**src/rtl/exception_unit.sv**
```systemverilog
// rtl/exception_unit.sv - precise-exception unit with CP0 state and Count/Compare timer
// Prioritises M-stage exceptions and interrupts, drives flush/redirect, owns CP0 registers.
module exception_unit #(
  parameter int          HW_INT_NUM   = 6,
  parameter logic [31:0] EXC_VECTOR   = 32'hbfc0_0380,
  parameter logic [31:0] RESET_STATUS = 32'h0040_0000
) (
  input  logic                  clk,
  input  logic                  resetn,
  input  logic                  stall,
  input  logic                  inst_valid,
  input  logic [HW_INT_NUM-1:0] hw_int,
  input  logic                  ri,
  input  logic                  brk,
  input  logic                  syscall,
  input  logic                  overflow,
  input  logic                  adel_inst,
  input  logic                  adel_data,
  input  logic                  ades,
  input  logic                  eret,
  input  logic                  in_delayslot,
  input  logic [31:0]           pc,
  input  logic [31:0]           bad_addr_data,
  input  logic                  mtc0_en,
  input  logic [4:0]            cp0_waddr,
  input  logic [31:0]           cp0_wdata,
  input  logic [4:0]            cp0_raddr,
  output logic [31:0]           cp0_rdata,
  output logic                  flush,
  output logic [31:0]           pc_except,
  output logic [4:0]            exc_code,
  output logic [31:0]           status_o,
  output logic [31:0]           cause_o,
  output logic [31:0]           epc_o
);

  localparam logic [31:0] STATUS_WMASK = 32'h0000_ff03;

  logic [31:0] status_r, epc_r, badvaddr_r, count_r, compare_r;
  logic        cause_bd, ti, tick;
  logic [5:0]  ip_hw;
  logic [1:0]  ip_sw;
  logic [4:0]  cause_code;
  logic [5:0]  hw_vec;
  logic        int_pend;
  logic        win_exc, win_eret, bad_from_pc, bad_from_data;
  logic [4:0]  win_code;
  logic        taken, commit, mtc0_do;
  logic [31:0] cause_value;

  always_comb begin
    hw_vec = '0;
    hw_vec[HW_INT_NUM-1:0] = hw_int;
  end

  assign int_pend = inst_valid & status_r[0] & ~status_r[1] &
                    (|({ip_hw, ip_sw} & status_r[15:8]));

  always_comb begin
    win_exc       = 1'b0;
    win_eret      = 1'b0;
    win_code      = 5'h00;
    bad_from_pc   = 1'b0;
    bad_from_data = 1'b0;
    if (int_pend) begin
      win_exc = 1'b1;
    end else if (inst_valid) begin
      if (adel_inst) begin
        win_exc = 1'b1; win_code = 5'h04; bad_from_pc = 1'b1;
      end else if (ri) begin
        win_exc = 1'b1; win_code = 5'h0a;
      end else if (overflow) begin
        win_exc = 1'b1; win_code = 5'h0c;
      end else if (syscall) begin
        win_exc = 1'b1; win_code = 5'h08;
      end else if (brk) begin
        win_exc = 1'b1; win_code = 5'h09;
      end else if (adel_data) begin
        win_exc = 1'b1; win_code = 5'h04; bad_from_data = 1'b1;
      end else if (ades) begin
        win_exc = 1'b1; win_code = 5'h05; bad_from_data = 1'b1;
      end else if (eret) begin
        win_eret = 1'b1;
      end
    end
  end

  assign taken     = win_exc | win_eret;
  assign commit    = taken & ~stall;
  assign mtc0_do   = mtc0_en & ~stall & ~taken;
  assign flush     = taken;
  assign exc_code  = win_exc ? win_code : 5'h00;
  assign pc_except = win_eret ? epc_r : EXC_VECTOR;

  assign cause_value = {cause_bd, ti, 14'b0, ip_hw, ip_sw, 1'b0, cause_code, 2'b00};
  assign status_o    = status_r;
  assign cause_o     = cause_value;
  assign epc_o       = epc_r;

  always_comb begin
    cp0_rdata = 32'h0;
    case (cp0_raddr)
      5'd8:    cp0_rdata = badvaddr_r;
      5'd9:    cp0_rdata = count_r;
      5'd11:   cp0_rdata = compare_r;
      5'd12:   cp0_rdata = status_r;
      5'd13:   cp0_rdata = cause_value;
      5'd14:   cp0_rdata = epc_r;
      default: cp0_rdata = 32'h0;
    endcase
  end

  always_ff @(posedge clk or negedge resetn) begin
    if (!resetn) begin
      status_r   <= RESET_STATUS;
      epc_r      <= '0;
      badvaddr_r <= '0;
      count_r    <= '0;
      compare_r  <= '0;
      cause_bd   <= 1'b0;
      ti         <= 1'b0;
      tick       <= 1'b0;
      ip_hw      <= '0;
      ip_sw      <= '0;
      cause_code <= '0;
    end else begin
      // Timer and hardware interrupt sampling run regardless of stall.
      tick <= ~tick;
      if (mtc0_do && cp0_waddr == 5'd9)
        count_r <= cp0_wdata;
      else if (tick)
        count_r <= count_r + 32'd1;
      if (mtc0_do && cp0_waddr == 5'd11) begin
        compare_r <= cp0_wdata;
        ti        <= 1'b0;
      end else if (count_r == compare_r && compare_r != 32'h0) begin
        ti <= 1'b1;
      end
      ip_hw <= hw_vec | {ti, 5'b0};

      if (commit) begin
        if (win_eret) begin
          status_r[1] <= 1'b0;
        end else begin
          // Nested exceptions keep the original return point.
          if (!status_r[1]) begin
            epc_r    <= in_delayslot ? pc - 32'd4 : pc;
            cause_bd <= in_delayslot;
          end
          status_r[1] <= 1'b1;
          cause_code  <= win_code;
          if (bad_from_pc)
            badvaddr_r <= pc;
          else if (bad_from_data)
            badvaddr_r <= bad_addr_data;
        end
      end else if (mtc0_do) begin
        case (cp0_waddr)
          5'd12:   status_r <= (status_r & ~STATUS_WMASK) | (cp0_wdata & STATUS_WMASK);
          5'd13:   ip_sw    <= cp0_wdata[9:8];
          5'd14:   epc_r    <= cp0_wdata;
          default: ;
        endcase
      end
    end
  end

endmodule

```
**config.mk**
```make
export PLATFORM = sky130hd
export DESIGN_NAME = exception_unit
export DESIGN_NICKNAME = d
export VERILOG_FILES = /design/src/rtl/exception_unit.sv
export SDC_FILE = /design/constraint.sdc
export NUM_CORES = 1
export LEC_CHECK = 0
export ABC_AREA = 1
export BUFFER_PORTS_ARGS = -buffer_cell sky130_fd_sc_hd__buf_2
export CAP_MARGIN = 20
export CORE_ASPECT_RATIO = 1.4
export CORE_MARGIN = 1.5
export CORE_UTILIZATION = 35
export CTS_CLUSTER_SIZE = 40
export DETAILED_ROUTE_END_ITERATION = 7
export SLEW_MARGIN = 40
export SYNTH_ARGS = -nofsm -noshare
export SYNTH_HDL_FRONTEND = slang
export SYNTH_SLANG_ARGS = --single-unit
```
**constraint.sdc**
```tcl
create_clock -name clk -period 3 [get_ports clk]
set_input_delay 0.6 -clock clk [delete_from_list [all_inputs] [get_ports clk]]
set_output_delay 0.6 -clock clk [all_outputs]
set_load 0.02 [all_outputs]
```
== After elaboration in Yosys (flattened, before gate mapping) ==
Index checks and enable logic that the tools add are counted.
Word-level totals
  register bits after elaboration: 176
  bits of input ports: 126
  output and inout bits: 166
  word-level logic and storage cells: 119
Operators by class
  $add $sub $neg: 2
  eq/ne operators: 14
  multiplexer cells: 57
  bitwise logic cells: 16
  reductions and logical operators: 18
Operators with widths (count)
  $mux W32: 11
  $pmux W32 S6: 1
  $eq A5 B4 Y1 const B: 11
  $mux W1: 33
  $add A32 B1 Y32 const B: 1
  $eq A32 B32 Y1: 1
  $or A32 B16 Y32: 1
  $reduce_bool A32 Y1: 1
  $sub A32 B3 Y32 const B: 1
  $mux W4: 7
  $reduce_and A3 Y1: 4
  $reduce_bool A2 Y1: 6
  $and A8 B8 Y8: 1
  $reduce_or A8 Y1: 1
  $and A1 B1 Y1: 6
  $mux W3: 2
  $not A1 Y1: 6
  $or A6 B6 Y6: 1
  $mux W5: 1
  $mux W2: 2
  $ne A2 B2 Y1 const B: 2
  $reduce_and A2 Y1: 2
  $reduce_and A4 Y1: 1
  $logic_and A1 B1 Y1: 3
  $or A1 B1 Y1: 1

== Logic depth before layout (Yosys ltp) ==
Gate-level depths: netlist of the first run.
  depth after elaboration: 15
  depth in mapped cells: 14
  gate-level depth less buffers: 13

== Least setup slack after synthesis of the first run ==
Ideal clock, no wire load.
  path type: input -> output
  from: input cp0_raddr[4]
  to: output cp0_rdata[5]
  arrival time: 1.951 ns
  required time: 2.400 ns
  setup slack: 0.449 ns
  stages: 8
  path buffers: 1
  cells stage by stage: inv_1 nand2_1 nor2_2 inv_1 nor2_2 inv_1 clkbuf_1 o2111ai_1
Between the ends
  longest elaborated chain between the ends: 2
  elaborated cells between the ends (all ways): 7
  those cells by class: 6 x eq/ne; 1 x mux
RTL lines
  from (decl): line 27  | input logic [4:0] cp0_raddr,
  $eq A5 B4 Y1: line 102  | case (cp0_raddr)
  $pmux W32 S6 *: line 102
  to (decl): line 28  | output logic [31:0] cp0_rdata,
Mark *: on every way between the ends. The rest lies on a longest branch, timed or not.

== Worst setup path after layout of the first run ==
  from: register status_r[14], in the netlist status_o[14]
  to: output exc_code[3]
Between the ends
  longest elaborated chain between the ends: 5
  elaborated cells between the ends (all ways): 6
  those cells by class: 3 x mux; 2 x bitwise; 1 x reduce/logical
RTL lines
  from (decl): line 39  | logic [31:0] status_r, epc_r, badvaddr_r, count_r, compare_r;
  from (signal assigned): line 159  | 5'd12: status_r <= (status_r & ~STATUS_WMASK) | (cp0_wdata & STATUS_WMASK);
  $and A8 B8 Y8 *: line 57  | (|({ip_hw, ip_sw} & status_r[15:8]));
  $reduce_or A8 Y1 *: line 57
  $and A1 B1 Y1 *: line 56  | assign int_pend = inst_valid & status_r[0] & ~status_r[1] &
  $mux W4 or $mux W1 (tied branches): line 65  | if (int_pend) begin
  $mux W5 *: line 92  | assign exc_code = win_exc ? win_code : 5'h00;
  to (decl): line 31  | output logic [4:0] exc_code,
Marks and branches as above.

==> impl_metrics.ini, run 1 <==
[synthesis]
ys_ff_latch = 153
synthDistinctLibCells = 45
syn_area_per_cell_um2 = 6.78
synth_top_area_share_pct = 35.1
yosysSeqAreaShare_pct = 35.1
synth_top_area_cell = dfrtp_1
yosysWarnings = 0
syn_inst = 1607
synth_area_leaders = dfrtp_1 (35%), nand2_1 (17%), nand3_1 (6.7%)
syn_area_um2 = 10900

[timing]
rsz0062_at_grt = no
final_max_slew_viol_count = 0
finalSetupViolCount = 0
timing.final.hold_violations = 0
max_freq_ghz = 0.352
layout_min_cycle_time_ps = 2840
skew_ps = 8.72
fin_crit_sh_pct = 94.6
slew_headroom_pct = 49.5
worst_pin_slew_ps = 757
fin_tns_setup_ps = 0

[floorplanning]
die_area_um2 = 32200
num_io_pins = 292
rows = 76
start_util_pct = 35.5
chipHeight_um = 212
die_w_um = 152
fp.coreArea_um2 = 30700

[setup_path]
worstSetupEndpointType = output pin
path_class = reg -> out
crit_required_ps = 2400
crit_fanout = 9
cp-start-kind = flop
crit_arrival_ps = 2240

[cts]
clkTransAtPathRegs_ps = 60
postCtsHoldBufs = 0
cts_sinks = 153
cts.path.max_buffers = 2
ctsHtreeMaxLevel = 4
clockRootBuffer = clkbuf_16
clk_latency_ps = 460
post-cts-setup-buffer-count = 0
cts_tree = yes
cts_buffers = 17

[place]
place.gp.congestion = 0.929
dp.cells = 2200
portBuffers = 250
dp.final_hpwl_um = 34800

[cells_and_area]
drive_gt1_share_pct = 21.1
final_cell_mix = nand2_1 (488), buf_2 (249), inv_1 (183), dfrtp_1 (153), nand3_1 (145)
fin_nets = 1957
synthToLayoutAreaGrowth_pct = 19.0
fin_cells = 2230
layout_commonest_cell = nand2_1

[route]
drt_iter0_markers = 859
wl_met1_um = 18000
vias = 11400
firstDrtPassIters = 5
vias_per_cell = 5.12
drt_wl_total_um = 43100
ant_nets = 0
routed.top_layer = met5
wl_met2_um = 21000
route.met3.wl_um = 1990
drcViolationCount = 0
routedWlPerCell_um = 19.3

[pwr]
combPwrFrac_pct = 25.7
p_clk_share_pct = 32.0
p_leak_nw = 6.61
vdd_drop_max_v = 0.000427
p_seq_share_pct = 42.4
power_density_nw_per_um2 = 529
switching_share_pct = 37.0
p_sw_mw = 2.53
p_int_mw = 4.32

[grt]
grt_pass1_wl_um = 64800
grt_pass1_vias = 11000
grt.overflow.total = 0
grt_antenna_before_repair = 3
grt_util_all_layers_pct = 26.6
grt_max_degree = 72

[status]
status = finished, final reports clean

[min_path]
hold_class = in -> async

[run]
cap_violations = 0
-- flip-flops by register name, summed over array words and instances, names as in the netlist --
register and cells:
badvaddr_r 32, cause_bd 1, cause_code 4, compare_r 32
count_r 32, epc_o 32, ip_hw 6, ip_sw 2
status_o 10, ti 1, tick 1
-- kinds of logic after synthesis --
kind of cell | Yosys count | synth area share [%]
other | 2 | 0.0689
and+or+nand+nor | 848 | 33.3
adders and majority gates | 2 | 0.230
xor gates and xnor gates | 55 | 4.42
AOI/OAI and AO/OA | 240 | 13.5
DFF | 153 | 35.1
buffers and inverters | 307 | 13.4
-- layer usage --
layer | up-vias | GRT usage (%)
met3 | 94 | 4.05
met5 | - | 0
met4 | 4 | 13.3
met2 | 397 | 44.7
met1 | 5415 | 33.1
li1 | 5515 | -
-- worst max-delay path, cell delays in order (launching register included) --
cell,delay (ps)
dfrtp_1,450
nand2_1,100
nand2_1,80
nor2_1,80
nand2_1,90
nand2_2,130
inv_2,90
nor2_8,180
nand2_1,120
a31oi_1,240
buf_2,220
-- stage by stage --
stage / setup WS, ps / total power, mW / area [um^2] / utilization (%) / hold WS (ps)
final: 163 / 6.86 / 13000 / 42.2 / 84.7
after global routing: 63.8 / 7.20 / 13000 / 42.2 / 116
after CTS: 117 / 6.86 / 13000 / 42.2 / 106
after detailed placement: 116 / 4.68 / 12400 / 40.3 / 512
after global placement: 136 / 4.65 / 12400 / 40.3 / 496
after floorplan: 449 / 3.93 / 11000 / - / 304
-- path summary, 6_finish.rpt --
kind / startpoint / endpoint / slack (ps) / cells past startpoint
min in group clk: hw_int[4] / ip_hw[4] / 250 / 1
worst min-delay path: resetn / compare_r[25] / 80 / 1
worst min register to register: badvaddr_r[1] / badvaddr_r[1] / 520 / 2
max in group asynchronous: resetn / ip_hw[3] / 2090 / 2
worst max-delay path: status_o[14] / exc_code[3] / 160 / 10
worst max register to register: count_r[0] / count_r[16] / 630 / 7
-- area by class of cell --
class	count	area, um^2
antenna	1	2.50
clock inverter	7	93.8
sequential	153	3830
multi-input combinational	1186	5770
clock buffer	22	484
timing repair buffer	281	1580
inverter	190	719
tap	390	488
fill	3294	17700
-- synth_stat cells --
library cell and instances:
clkbuf_2 3, nand3_2 1, a22oi_1 14, inv_1 184, o21ai_4 1, xnor2_1 7
dfrtp_1 153, clkinv_1 1, o21ai_0 96, nand2_1 488, nor2_8 2, clkbuf_1 30
nor3b_1 2, o22ai_1 18, conb_1 2, nand3_4 2, a31oi_1 1, inv_2 4
o2111ai_1 6, nand4_1 24, o211ai_2 1, o21ai_2 32, nor2_1 126, a221oi_1 1
inv_4 1, buf_1 3, nand2_4 1, and3_1 2, nor2_2 10, buf_4 47
nor3_1 22, buf_2 21, nand2_2 7, nand3_1 146, a21oi_1 28, o31ai_1 2
o21ai_1 25, nor3_2 1, xor2_1 48, o211ai_1 13, buf_6 13, nand3b_1 1
or2_2 13, ha_1 2, o221ai_1 2
-- power groups by stage --
stage	registers (mW)	logic [mW]	clock network [mW]
final	2.90	1.76	2.19
after global routing	2.94	1.96	2.30
after CTS	2.89	1.76	2.21
after floorplan	2.86	1.07	0
after detailed placement	2.92	1.75	0
after global placement	2.92	1.73	0
-- repair_timing --
| item | CTS | global route |
|---|---|---|
| setup endpoints to repair | 0 | 1 |
| resized for setup | 0 | 1 |
| endpoints found under the hold margin | 0 | 0 |
(Power assumes the default switching activity.)
==> run 2, diff against run 1 <==
- CELL_PAD_IN_SITES_DETAIL_PLACEMENT: not set -> 1
- CELL_PAD_IN_SITES_GLOBAL_PLACEMENT: not set -> 2
- CORE_UTILIZATION: 35 -> 26
- CTS_CLUSTER_DIAMETER: not set -> 200
- PLACE_DENSITY_LB_ADDON: not set -> 0.1
- clock period: 3 -> 2.61 ns (I/O delays scaled with it)
==> impl_metrics.ini, run 2 (synthesis gave the netlist of run 1 again) <==
[cts]
clockRootBuffer = clkbuf_16
cts_buffers = 17
clk_latency_ps = 450
cts_sinks = 153
clkTransAtPathRegs_ps = 60
cts.path.max_buffers = 2
cts_tree = yes
ctsHtreeMaxLevel = 4

[floorplanning]
chipHeight_um = 245
num_io_pins = 292
fp.coreArea_um2 = 41300
die_w_um = 176
die_area_um2 = 43200
rows = 88
start_util_pct = 26.4

[timing]
slew_headroom_pct = 61.8
setup_ws_ps = 51.1
layout_min_cycle_time_ps = 2560
worst_pin_slew_ps = 572
fin_crit_sh_pct = 98.0
max_freq_ghz = 0.391
finalSetupViolCount = 0
timing.final.hold_violations = 0
final_max_slew_viol_count = 0
hold_slack_ps = 19.7
rsz0062_at_grt = yes
skew_ps = 9.64

[route]
vias_per_cell = 4.74
firstDrtPassIters = 4
drt_iter0_markers = 604
vias = 11500
drcViolationCount = 0
ant_nets = 0
routedWlPerCell_um = 21.1
drt_wl_total_um = 51200

[grt]
grt_pass1_vias = 11900
grt.overflow.total = 0
grt_pass1_wl_um = 75600
grt_util_all_layers_pct = 23.9
grt_antenna_before_repair = 0
grt_max_degree = 66

[cells_and_area]
drive_gt1_share_pct = 23.6
fill_cells = 5282
layout_commonest_cell = nand2_1
fin_nets = 1996
multi_input_area_um2 = 5830
final_cell_mix = nand2_1 (485), buf_2 (235), inv_1 (183), dfrtp_1 (152), nand3_1 (143)
synthToLayoutAreaGrowth_pct = 25.5
regArea_um2 = 3830
diodes = 0
utilization_pct = 33.1

[status]
status = finished, final reports clean

[place]
portBuffers = 250
dp.final_hpwl_um = 41800
place.gp.congestion = 0.902
post-place-ws_ps = -53.8

[pwr]
p_leak_nw = 6.89
vdd_drop_max_v = 0.000401
power_density_nw_per_um2 = 592

[run]
cap_violations = 0

[setup_path]
crit_fanout = 9
setup.reg_to_reg.worst_slack_ps = 370
crit_arrival_ps = 2040
worstSetupEndpointType = output pin
cp-start-kind = flop
crit_required_ps = 2090
path_class = reg -> out

[min_path]
hold_class = in -> async
run 2: cell types whose count changed in the layout (fill, tap and decap cells not counted), moves of 3 or more:
cell and change:
buf_4 +39, buf_2 -14, buf_6 +7, nor2_1 -6, buf_12 +5, nor2_2 +5
clkinvlp_4 +3, nand2_1 -3
run 2: final timing paths:
path / from / end / cells past startpoint
max in group asynchronous: resetn / count_r[18] / 2
min in group clk: hw_int[4] / ip_hw[4] / 1
setup / recovery: status_o[11] / pc_except[27] / 9
hold reg to reg: badvaddr_r[3] / badvaddr_r[3] / 2
hold / removal: resetn / ip_sw[0] / 1
setup reg to reg: count_r[0] / count_r[16] / 8
run 2: layout make-up:
cell class	count	area share (%)
Clock inverter	10	0.869
Multi-Input combinational cell	1186	42.7
Sequential cell	153	28.0
Inverter	190	5.23
Clock buffer	21	3.51
Timing Repair Buffer	320	14.8
Tap cell	540	4.94
run 2: power by group:
group | total (mW) | internal (mW) | switching [mW] | leakage (nW)
logic | 2.18 | 0.734 | 1.45 | 4.77
clock network | 2.56 | 1.50 | 1.06 | 0.275
registers | 3.35 | 2.79 | 0.556 | 1.85
run 2: timing repair:
action / in CTS / in global routing
hold buffers: 0 / 0
pin swaps: 2 / 5
resized for setup: 6 / 40
cloned: 0 / 1
buffers inserted: 7 / 6
endpoints found under the setup margin: 25 / 29
run 2: metal layers:
| layer | vias to the layer above | global-route usage, % | wire, um | share of wire [%] |
|---|---|---|---|---|
| met1 | 5573 | 30.5 | 22400 | 44 |
| met3 | 63 | 2.60 | 1630 | 3.2 |
| met4 | 0 | 8.95 | 1640 | 3.2 |
| met5 | - | 0 | 0 | 0 |
| met2 | 258 | 41.1 | 25500 | 50 |
| li1 | 5571 | - | - | - |
run 2: critical path, cell delays in order (launching register included):
cell     delay, ps
dfrtp_1        420
nand2_1        100
nand2_1         70
nor2_2         120
nand2_2         90
nand2_4        110
nand2_8         90
buf_12         160
or2_2          270
buf_2          160
run 2: per-stage QoR:
| stage | power [mW] | cells | TNS [ps] | instance area [um^2] |
|---|---|---|---|---|
| final | 8.09 | 2420 | 0 | 13700 |
| after global routing | 8.54 | 2420 | -830 | 13700 |
| after CTS | 8.17 | 2413 | 0 | 13500 |
| after detailed placement | 5.56 | 2375 | -145 | 12800 |
| after global placement | 5.51 | 2375 | -39.9 | 12800 |
| after floorplan | 4.52 | 1646 | 0 | 11000 |
==> run 3, diff against run 2 <==
- ABC_AREA: 1 -> not set
- CORE_UTILIZATION: 26 -> 29
==> impl_metrics.ini, run 3 <==
[cells_and_area]
final_cell_area_um2 = 13400
final_cell_mix = buf_2 (218), dfrtp_1 (152), buf_4 (102), mux2_2 (96), a22oi_1 (65)
drive_gt1_share_pct = 41.7
fin_nets = 1455
fin_cells = 1785
synthToLayoutAreaGrowth_pct = 36.5
diodes = 0
layout_commonest_cell = buf_2

[cts]
cts_tree = yes
clockRootBuffer = clkbuf_16
cts_sinks = 153
clkTransAtPathRegs_ps = 60
clk_latency_ps = 450
cts_buffers = 17
cts.path.max_buffers = 2
ctsHtreeMaxLevel = 4

[route]
vias_per_cell = 5.31
drcViolationCount = 0
routedWlPerCell_um = 26.0
ant_nets = 0
drt_iter0_markers = 396
drt_wl_total_um = 46500
vias = 9471
firstDrtPassIters = 6

[grt]
grt_pass1_wl_um = 66100
grt_util_all_layers_pct = 26.8
grt.overflow.total = 0
grt_max_degree = 54
grt_antenna_before_repair = 0
grt_pass1_vias = 9938

[timing]
slew_headroom_pct = 59.2
rsz0062_at_grt = yes
final_max_slew_viol_count = 0
max_freq_ghz = 0.354
finalSetupViolCount = 37
worst_pin_slew_ps = 612
skew_ps = 5.91
fin_crit_sh_pct = 108
timing.final.hold_violations = 0
setup_ws_ps = -217
layout_min_cycle_time_ps = 2830

[synthesis]
netlist_top_cells_count = dfrtp_1 (153), mux2_2 (96), a22oi_1 (69), a21oi_1 (60), nor2_1 (54)
synth_top_area_share_pct = 39.0
yosysSeqAreaShare_pct = 39.0
ys_ff_latch = 153
syn_area_um2 = 9820
syn_area_per_cell_um2 = 9.77
synth_area_leaders = dfrtp_1 (39%), mux2_2 (11%), a22oi_1 (5.3%)
async_reset_ff_share_pct = 100
synthDistinctLibCells = 63
yosysMostFrequentCell = dfrtp_1
yosysWarnings = 0
syn_inst = 1005
synth_top_area_cell = dfrtp_1
synth-main-ff-cell = dfrtp_1
synth_edf_count = 0

[setup_path]
crit_fanout = 6
crit_required_ps = 2090
worstSetupEndpointType = output pin
path_class = reg -> out
crit_arrival_ps = 2300
cp-start-kind = flop

[run]
cap_violations = 0

[place]
dp.cells = 1737
place_area_um2 = 12100
place.gp.congestion = 0.887
portBuffers = 250
dp.final_hpwl_um = 35700

[floorplanning]
die_w_um = 159
num_io_pins = 292
fp.coreArea_um2 = 33300
start_util_pct = 29.5
rows = 79
chipHeight_um = 221
die_area_um2 = 35000

[pwr]
p_leak_nw = 6.16
power_density_nw_per_um2 = 636
vdd_drop_max_v = 0.000273

[status]
status = finished, violations left
violations = negative setup slack

[min_path]
hold_class = in -> async
[run 3: through the flow]
stage | util (%) | setup TNS (ps) | hold slack (ps) | total power, mW | setup slack (ps)
4_1_cts | 39.5 | -9720 | 44.0 | 8.59 | -347
5_1_grt | 40.2 | -7570 | 63.5 | 8.89 | -279
6_report | 40.2 | -4940 | 31.6 | 8.52 | -217
3_3_place_gp | 36.4 | -394 | 512 | 5.65 | -105
3_5_place_dp | 36.4 | -538 | 523 | 5.68 | -119
2_1_floorplan | - | 0 | 226 | 4.51 | 45.6
[run 3: worst paths after layout]
path	end	slack, ps	depth (start not counted)	startpoint
setup / recovery	pc_except[24]	-220	10	status_o[9]
setup reg to reg	count_r[26]	-80	13	status_o[9]
min in group clk	ip_hw[2]	180	1	hw_int[2]
hold / removal	badvaddr_r[3]	30	1	resetn
hold reg to reg	badvaddr_r[9]	530	2	badvaddr_r[9]
max in group asynchronous	compare_r[11]	1870	2	resetn
[run 3: routing by layer]
metal  up-vias  global-route usage [%]  wire length [um]
met5         -                       0                 0
met4         0                    13.6              2240
met3        70                    3.90              2190
met2       366                    48.7             24200
met1      4732                    30.2             17800
li1       4303                       -                 -
[run 3: cells by family (layout without fill, tap and decap cells)]
family	count (synthesis)	after routing	synth area share, %
xor+xnor	70	70	6.24
fa+ha+maj	2	2	0.255
simple gates	309	309	17.3
flops	153	153	39.0
mux	132	132	14.7
other cells	2	41	0.0765
compound gates	211	211	14.9
buf+inv	126	422	7.57
[run 3: critical path, cell delays in order, from the launching register on]
cell	delay (ps)
dfrtp_1	390
a22oi_2	190
buf_4	160
a41oi_4	140
nand2b_4	200
nor3_4	170
buf_12	160
buf_12	120
buf_12	130
nand2b_4	60
buf_6	130
[run 3: final cells by class]
class,count,area [um^2]
sequential,153,3830
fill,3853,19900
clock inverter,12,196
inverter,16,62.6
multi-input combinational,765,5640
clock buffer,20,457
timing repair buffer,374,2660
tap,445,557
[run 3: timing repair]
action / CTS / global route
cloned: 1 / 4
endpoints found under the hold margin: 0 / 0
endpoints found under the setup margin: 37 / 117
gates resized for setup: 82 / 23
hold buffers: 0 / 0
pin swaps: 6 / 6
buffers inserted: 7 / 8
[run 3: power by group]
part | switching, mW | total, mW | internal (mW)
sequential | 0.654 | 3.43 | 2.78
combinational | 1.29 | 2.28 | 0.990
clock | 1.07 | 2.81 | 1.74
total | 3.01 | 8.52 | 5.51
